File: src/rtl/lamp_guard.sv
// Safety guard between a two-road light sequencer and the lamp drivers:
// echoes legal requests one cycle late, latches the first fault and flashes amber.
module lamp_guard #(
    parameter int unsigned MAX_HOLD   = 16,
    parameter int unsigned FLASH_HALF = 4
) (
    input  logic       clk,
    input  logic       rst,
    input  logic [2:0] lightsA,
    input  logic [2:0] lightsB,
    output logic [2:0] lampsA,
    output logic [2:0] lampsB,
    output logic       fault,
    output logic [2:0] fault_code
);

    typedef enum logic [1:0] {ST_INIT, ST_RUN, ST_FAULT} state_e;

    localparam int unsigned HOLD_W  = $clog2(MAX_HOLD + 2);
    localparam int unsigned FLASH_W = $clog2(2 * FLASH_HALF);

    localparam logic [HOLD_W-1:0]  HOLD_SAT     = HOLD_W'(MAX_HOLD + 1);
    localparam logic [FLASH_W-1:0] FLASH_LAST   = FLASH_W'(2 * FLASH_HALF - 1);
    localparam logic [FLASH_W-1:0] FLASH_HALF_C = FLASH_W'(FLASH_HALF);

    localparam logic [2:0] L_RED   = 3'b100;
    localparam logic [2:0] L_RA    = 3'b110;
    localparam logic [2:0] L_GREEN = 3'b001;
    localparam logic [2:0] L_AMBER = 3'b010;
    localparam logic [2:0] L_OFF   = 3'b000;

    localparam logic [2:0] C_NONE    = 3'b000;
    localparam logic [2:0] C_PATTERN = 3'b001;
    localparam logic [2:0] C_CONFL   = 3'b010;
    localparam logic [2:0] C_TRANS   = 3'b011;
    localparam logic [2:0] C_STUCK   = 3'b100;

    state_e             state_q, state_d;
    logic [2:0]         lamps_a_q, lamps_a_d;
    logic [2:0]         lamps_b_q, lamps_b_d;
    logic [2:0]         prev_a_q, prev_a_d;
    logic [2:0]         prev_b_q, prev_b_d;
    logic               fault_q, fault_d;
    logic [2:0]         code_q, code_d;
    logic [HOLD_W-1:0]  hold_q, hold_d;
    logic [FLASH_W-1:0] flash_q, flash_d;

    logic [HOLD_W-1:0]  hold_now;
    logic [FLASH_W-1:0] flash_nxt;
    logic               det_pattern, det_conflict, det_trans, det_stuck;
    logic [2:0]         det_code;

    function automatic logic pat_legal(input logic [2:0] p);
        case (p)
            L_RED, L_RA, L_GREEN, L_AMBER: return 1'b1;
            default:                       return 1'b0;
        endcase
    endfunction

    function automatic logic step_legal(input logic [2:0] prev, input logic [2:0] cur);
        if (prev == cur) return 1'b1;
        case (prev)
            L_RED:   return cur == L_RA;
            L_RA:    return cur == L_GREEN;
            L_GREEN: return cur == L_AMBER;
            L_AMBER: return cur == L_RED;
            default: return 1'b0;
        endcase
    endfunction

    // Hold count for the current sample; restarts at 1 in INIT or on any change.
    always_comb begin
        hold_now = HOLD_W'(1);
        if (state_q == ST_RUN && lightsA == prev_a_q && lightsB == prev_b_q) begin
            hold_now = (hold_q == HOLD_SAT) ? HOLD_SAT : hold_q + 1'b1;
        end
    end

    always_comb begin
        det_pattern  = !pat_legal(lightsA) || !pat_legal(lightsB);
        det_conflict = (lightsA != L_RED) && (lightsB != L_RED);
        det_trans    = (state_q == ST_RUN) &&
                       (!step_legal(prev_a_q, lightsA) || !step_legal(prev_b_q, lightsB));
        det_stuck    = (hold_now == HOLD_SAT);
        if      (det_pattern)  det_code = C_PATTERN;
        else if (det_conflict) det_code = C_CONFL;
        else if (det_trans)    det_code = C_TRANS;
        else if (det_stuck)    det_code = C_STUCK;
        else                   det_code = C_NONE;
    end

    always_comb begin
        flash_nxt = (flash_q == FLASH_LAST) ? '0 : flash_q + 1'b1;
    end

    always_comb begin
        state_d   = state_q;
        lamps_a_d = lamps_a_q;
        lamps_b_d = lamps_b_q;
        prev_a_d  = prev_a_q;
        prev_b_d  = prev_b_q;
        fault_d   = fault_q;
        code_d    = code_q;
        hold_d    = hold_q;
        flash_d   = flash_q;
        case (state_q)
            ST_INIT, ST_RUN: begin
                hold_d   = hold_now;
                prev_a_d = lightsA;
                prev_b_d = lightsB;
                if (det_code != C_NONE) begin
                    state_d   = ST_FAULT;
                    fault_d   = 1'b1;
                    code_d    = det_code;
                    lamps_a_d = L_AMBER;
                    lamps_b_d = L_AMBER;
                    flash_d   = '0;
                end else begin
                    state_d   = ST_RUN;
                    lamps_a_d = lightsA;
                    lamps_b_d = lightsB;
                end
            end
            ST_FAULT: begin
                flash_d   = flash_nxt;
                lamps_a_d = (flash_nxt < FLASH_HALF_C) ? L_AMBER : L_OFF;
                lamps_b_d = (flash_nxt < FLASH_HALF_C) ? L_AMBER : L_OFF;
            end
            default: state_d = ST_INIT;
        endcase
    end

    always_ff @(posedge clk) begin
        if (rst) begin
            state_q   <= ST_INIT;
            lamps_a_q <= L_RED;
            lamps_b_q <= L_RED;
            prev_a_q  <= '0;
            prev_b_q  <= '0;
            fault_q   <= 1'b0;
            code_q    <= C_NONE;
            hold_q    <= '0;
            flash_q   <= '0;
        end else begin
            state_q   <= state_d;
            lamps_a_q <= lamps_a_d;
            lamps_b_q <= lamps_b_d;
            prev_a_q  <= prev_a_d;
            prev_b_q  <= prev_b_d;
            fault_q   <= fault_d;
            code_q    <= code_d;
            hold_q    <= hold_d;
            flash_q   <= flash_d;
        end
    end

    assign lampsA     = lamps_a_q;
    assign lampsB     = lamps_b_q;
    assign fault      = fault_q;
    assign fault_code = code_q;

endmodule

File: config.mk
export PLATFORM = sky130hd
export DESIGN_NAME = lamp_guard
export DESIGN_NICKNAME = d
export VERILOG_FILES = /design/src/rtl/lamp_guard.sv
export SDC_FILE = /design/constraint.sdc
export NUM_CORES = 1
export LEC_CHECK = 0
export BUFFER_PORTS_ARGS = -buffer_cell sky130_fd_sc_hd__buf_2
export CORE_MARGIN = 2
export CORE_UTILIZATION = 52
export CTS_BUF_LIST = sky130_fd_sc_hd__clkbuf_2
export DETAILED_ROUTE_END_ITERATION = 6
export PLACE_DENSITY = 0.72
export SLEW_MARGIN = 10
export SYNTH_ARGS = -nofsm -noshare
export SYNTH_HDL_FRONTEND = slang
export SYNTH_SLANG_ARGS = --single-unit
File: constraint.sdc
create_clock -name clk -period 3.69 [get_ports clk]
set_clock_uncertainty 0.2 [all_clocks]
set_input_delay 0.9225 -clock clk [delete_from_list [all_inputs] [get_ports clk]]
set_output_delay 0.9225 -clock clk [all_outputs]
set_load 0.1 [all_outputs]
==> impl_metrics.tcl, run 1 <==
set metrics [dict create \
    status "finished clean" \
    io_pins 18 \
    cp_slowest_cell "nor4b_1" \
    p_per_area_nw_per_um2 377 \
    pre_cts_ws_ps 475 \
    path_buf_inv 1 \
    syn_inst 190 \
    fin_setup_tns_ps 0 \
    ff2ff_path_depth 8 \
    worst_slew_pin_slew_ps 612 \
    antenna_found_initial 0 \
    slew_viol_final 0 \
    synth_flop_cell "dfxtp_1" \
    final_area_um2 1640 \
    slowest_delay_ps 610 \
    place.gp.congestion 0.807 \
    crit_path_end_kind "register" \
    dpl.hpwl_um 2350 \
    initial_utilization 0.552 \
    wl_per_cell_um 13.9 \
    grt-ovfl-total 0 \
    cp.required_ps 3780 \
    grt_pass1_vias 1232 \
    viasPerCell 5.86 \
    rows 19 \
    drc_errors 0 \
    setup_violations 0 \
    ctsHoldBuffers 0 \
    finalCritPeriodShare 0.769 \
    cts_buffer_depth 2 \
    cts.sinks 26 \
    reg2reg_slack_ps 890 \
    die_h_um 58.3 \
    num-nets-final 211 \
    cts-root-buf "clkbuf_2" \
    htreeDepth 1 \
    grt_max_degree 28 \
    hold_viol 0 \
    track_usage 0.200 \
    drtIter0Drc 51 \
    antenna_cells 0 \
    yosysSeqAreaShare 0.339 \
    worst-setup-path-type "in2reg" \
    power.leakage_nw 0.630 \
    die_area_um2 3400 \
    dpl_cell_area_um2 1590 \
    rsz0062_at_grt "false" \
    clkSlewWorstSetupHoldPaths_ps 260 \
    max_freq_mhz 353 \
    cp_cell_sequence "buf_2, nor2_1, xnor2_1, nand2_1, nor4b_1, o21ai_1, o31ai_1" \
    final_cell_count_no_fill 229 \
    fin_ws_ps 854 \
    async_flop_share 0 \
    power_mw 0.617 \
    critPathArrivalTime_ps 2930 \
    min_path_type "reg2reg" \
    ys_seq_elements 26 \
    grt_pass1_wl_um 5380 \
    insertion_delay_ps 350 \
    antenna_left 0 \
    max-cap-violations 0 \
    critPathTopFamily "simple AND/OR/NAND/NOR gates" \
    die_x_um 58.3 \
    ys_warn_count 0 \
    coreArea_um2 2780 \
    synth.distinct_cells 44 \
    crit_cells 7 \
    dr.pass1.iters 4 \
    startpoint_type "input port" \
    cts_setup_buffers 0 \
    area_delta_synth_final_pct 6.52 \
    crit_fanout 9 \
    max_slew_margin 0.586 \
    wl_um 3190 \
    io_buffer_count 17 \
    drive_gt1_frac 0.131 \
    synth_edf_count 0 \
    peakVddDrop_mv 0.286 \
    synth_area_per_cell_um2 8.08 \
    dp_cells 225 \
    cts.repair.resized 0 \
    synth_fp_nets 202 \
    num_vias 1343 \
    cts_buffers 3 \
    min_period_ps 2840 \
    cts_tree "built" \
    hold_path_depth 2 \
    synth_area_um2 1540 \
]
## metrics by stage
step / utilization / hold WS, ps
global placement: 0.572 / 235
detailed placement: 0.572 / 267
finish: 0.588 / 294
global route: 0.588 / 329
floorplan: - / 262
CTS: 0.588 / 298
## Yosys cell counts, types with 2 or more instances
master | instances | area [um2]
ha_1 | 4 | 50.1
mux2i_1 | 6 | 60.1
and2b_1 | 2 | 15.0
dfxtp_1 | 26 | 521
xor2_1 | 3 | 26.3
o41a_1 | 3 | 33.8
a21oi_1 | 12 | 60.1
or3_1 | 2 | 12.5
o211ai_1 | 4 | 30.0
nor4b_1 | 2 | 17.5
nand2_1 | 18 | 67.6
nor4bb_1 | 2 | 20.0
nand2b_1 | 2 | 12.5
nor2_1 | 17 | 63.8
nor2b_1 | 4 | 25.0
nand4_1 | 3 | 18.8
a31oi_1 | 3 | 18.8
o21ai_0 | 9 | 45.0
or4_1 | 2 | 15.0
xnor2_1 | 8 | 70.1
buf_6 | 2 | 22.5
o31ai_1 | 5 | 37.5
clkbuf_1 | 5 | 18.8
inv_1 | 8 | 30.0
nand3_1 | 6 | 30.0
buf_2 | 7 | 35.0
o21a_1 | 2 | 15.0
nor3_1 | 7 | 35.0
## path summary, 6_finish.rpt
path,start,end
worst max register to register,hold_q[1],lampsA[0]
worst min-delay path,fault_code[1],fault_code[1]
worst max-delay path,lightsB[2],lampsA[0]
worst min register to register,fault_code[1],fault_code[1]
## cell usage in the layout, fill, tap and decap left out, types with 6 or more instances in the layout
master and instances:
nor2_1 17, o21ai_0 9, mux2i_1 6, inv_1 8, nand3_1 6, nor3_1 7, nand2_1 18, dfxtp_1 26
xnor2_1 8, buf_2 17, a21oi_1 12
## worst register-to-register path, delay by kind of cell (launching register included)
kind,cells,cell delay [ps]
AND/OR/NAND/NOR,3,840
buffers and inverters,1,70
AO/OA/AOI/OAI,3,930
adder cells (fa/ha/maj),1,280
flip-flops,1,430
## registers in the layout, indices dropped and copies added (netlist names)
signal      cells
state_q         2
fault           1
prev_b_q        3
fault_code      3
hold_q          5
flash_q         3
lampsA          3
lampsB          3
prev_a_q        3
## metal layers
metal | share of wire | wire length (um) | global-route usage | up-vias
met5 | 0 | 0 | 0 | -
met4 | 0.0091 | 29 | 0.0764 | 0
met3 | 0.028 | 88 | 0.0220 | 4
met2 | 0.48 | 1530 | 0.324 | 23
met1 | 0.48 | 1540 | 0.275 | 621
li1 | - | - | - | 695
## power by group
group	switching, mW	internal [mW]	total, mW	leakage, nW
combinational	0.0907	0.0370	0.128	0.390
clock	0.0879	0.0932	0.181	0.0266
sequential	0.0133	0.295	0.308	0.214
total	0.192	0.425	0.617	0.630
## cell type report
class                      count  area (um2)
fill                         269        1150
sequential                    26         520
tap                           31        38.8
inverter                       9        33.8
clock inverter                 1        30.0
timing repair buffer          18        92.6
multi-input combinational    141         905
clock buffer                   3        15.0
## logic make-up after synthesis
logic type,Yosys count,share of synthesized area
XOR/XNOR,11,0.0628
AND/OR/NAND/NOR,74,0.250
multiplexers,6,0.0391
adder cells (fa/ha/maj),4,0.0326
AO/OA/AOI/OAI,46,0.205
buffers and inverters,23,0.0717
flip-flops,26,0.339
Power figures use the tool's default switching activity.
==> run 2, diff against run 1 <==
--- a/config.mk
+++ b/config.mk
@@ -10,7 +10,7 @@
 export CORE_UTILIZATION = 52
 export CTS_BUF_LIST = sky130_fd_sc_hd__clkbuf_2
 export DETAILED_ROUTE_END_ITERATION = 6
-export PLACE_DENSITY = 0.72
+export PLACE_DENSITY = 0.75
 export SLEW_MARGIN = 10
 export SYNTH_ARGS = -nofsm -noshare
 export SYNTH_HDL_FRONTEND = slang
==> constraint.sdc (replaced) <==
create_clock -name clk -period 2.6 [get_ports clk]
set_clock_uncertainty 0.2 [all_clocks]
set_input_delay 0.65 -clock clk [delete_from_list [all_inputs] [get_ports clk]]
set_output_delay 0.65 -clock clk [all_outputs]
set_load 0.1 [all_outputs]
==> impl_metrics.tcl, run 2 (same netlist as run 1, synthesis figures left out) <==
set metrics [dict create \
    status "finished clean" \
    antenna_cells 0 \
    drtIter0Drc 44 \
    track_usage 0.209 \
    clkPwrFrac 0.290 \
    io_pins 18 \
    insertion_delay_ps 370 \
    cp_slowest_cell "dfxtp_1" \
    die_x_um 58.3 \
    top_register "hold_q" \
    io_buffer_count 17 \
    grt_max_degree 28 \
    coreArea_um2 2780 \
    finalCritPeriodShare 0.938 \
    dr.pass1.iters 4 \
    wl_per_cell_um 13.8 \
    worst_slew_pin_slew_ps 552 \
    hold_path_depth 2 \
    slew_viol_final 0 \
    cts_tree "built" \
    antenna_found_initial 0 \
    rows 19 \
    cp.required_ps 2720 \
    die_area_um2 3400 \
    path_buf_inv 2 \
    max_freq_mhz 410 \
    pre_cts_ws_ps -134 \
    timing.hold.ws_ps 283 \
    clkSlewWorstSetupHoldPaths_ps 260 \
    largest_reg_flops 5 \
    num_vias 1470 \
    crit_path_end_kind "register" \
    grt_pass1_wl_um 5550 \
    crit_fanout 7 \
    cts-root-buf "clkbuf_2" \
    htreeDepth 1 \
    worst-setup-path-type "reg2reg" \
    crit_cells 9 \
    drc_errors 0 \
    power.switching_mw 0.283 \
    p_sw_frac 0.314 \
    rsz0062_at_grt "false" \
    cts_buffer_depth 2 \
    startpoint_type "register" \
    final_common_cell "dfxtp_1" \
    die_h_um 58.3 \
    fin_ws_ps 161 \
    min_period_ps 2440 \
    power.leakage_nw 0.725 \
    antenna_left 0 \
    dpl.hpwl_um 2540 \
    critPathTopFamily "simple AND/OR/NAND/NOR gates" \
    max_slew_margin 0.627 \
    p_int_mw 0.618 \
    p_per_area_nw_per_um2 505 \
    max-cap-violations 0 \
    final_cell_mix "dfxtp_1 (26), buf_4 (20), nand2_1 (18), nor2_1 (17), buf_2 (17)" \
    cts_buffers 3 \
    min_path_type "reg2reg" \
    drive_gt1_frac 0.212 \
    ff2ff_path_depth 9 \
    initial_utilization 0.552 \
    ctsHoldBuffers 0 \
    hold_viol 0 \
    peakVddDrop_mv 0.528 \
    grt_pass1_vias 1305 \
    power_mw 0.901 \
    viasPerCell 5.93 \
    wl_um 3430 \
    cts.sinks 26 \
    cp_cell_sequence "inv_1, ha_1, nor4bb_1, a21oi_1, nor3_1, nor4b_2, o21ai_1, buf_4, o31ai_1" \
    seq_power_share 0.485 \
    area_delta_synth_final_pct 16.2 \
    place.gp.congestion 0.810 \
    utilization 0.641 \
    setup_violations 0 \
    p_comb_frac 0.224 \
    num-nets-final 230 \
    num-fill-cells 243 \
    critPathArrivalTime_ps 2560 \
    slowest_delay_ps 410 \
    grt-ovfl-total 0 \
]
run 2: cell types whose count changed in the layout (fill, tap and decap cells not counted), sizes merged:
cell / before / now
buf: 18 / 37
run 2: final timing paths:
| check | from | to | slack [ps] |
|---|---|---|---|
| max | hold_q[1] | lampsA[0] | 160 |
| min | lampsB[0] | lampsB[0] | 280 |
| max reg2reg | hold_q[1] | lampsA[0] | 160 |
| min reg2reg | lampsB[0] | lampsB[0] | 280 |
run 2: power groups by stage:
stage / logic, mW / clock network, mW / registers [mW]
6_report: 0.202 / 0.262 / 0.437
5_1_grt: 0.219 / 0.284 / 0.440
4_1_cts: 0.200 / 0.265 / 0.437
3_5_place_dp: 0.199 / 0 / 0.444
3_3_place_gp: 0.194 / 0 / 0.443
2_1_floorplan: 0.0978 / 0 / 0.499
run 2: tightest hold or removal path, stage by stage, from the launching register on:
cell and delay [ps]:
dfxtp_1 370, nand2_1 60, o31ai_1 60
run 2: metrics by stage:
stage                     TNS [ps]  area, um2  cells
final                            0       1780    248
after global placement       -16.9       1720    242
after global routing             0       1780    248
after floorplan                  0       1540    190
after detailed placement      -824       1720    242
after CTS                        0       1770    246
run 2: repair_timing:
action                                  CTS  global route
resized for setup                         1             0
hold endpoints to repair                  0             0
buffers inserted                          0             2
endpoints found under the setup margin    6             5
pin swaps                                 0             1
run 2: area by class of cell:
type	instances	area (um2)	share of cell area
inverter	9	33.8	0.0189
clock buffer	3	15.0	0.00842
tap	31	38.8	0.0217
clock inverter	1	30.0	0.0168
timing repair buffer	37	235	0.132
sequential	26	520	0.292
multi-input combinational	141	911	0.511
run 2: routing by layer:
layer,vias up,GRT usage,wire (um)
met3,7,0.0220,90
li1,728,-,-
met1,704,0.269,1610
met5,-,0,0
met4,0,0.0797,77
met2,31,0.358,1660
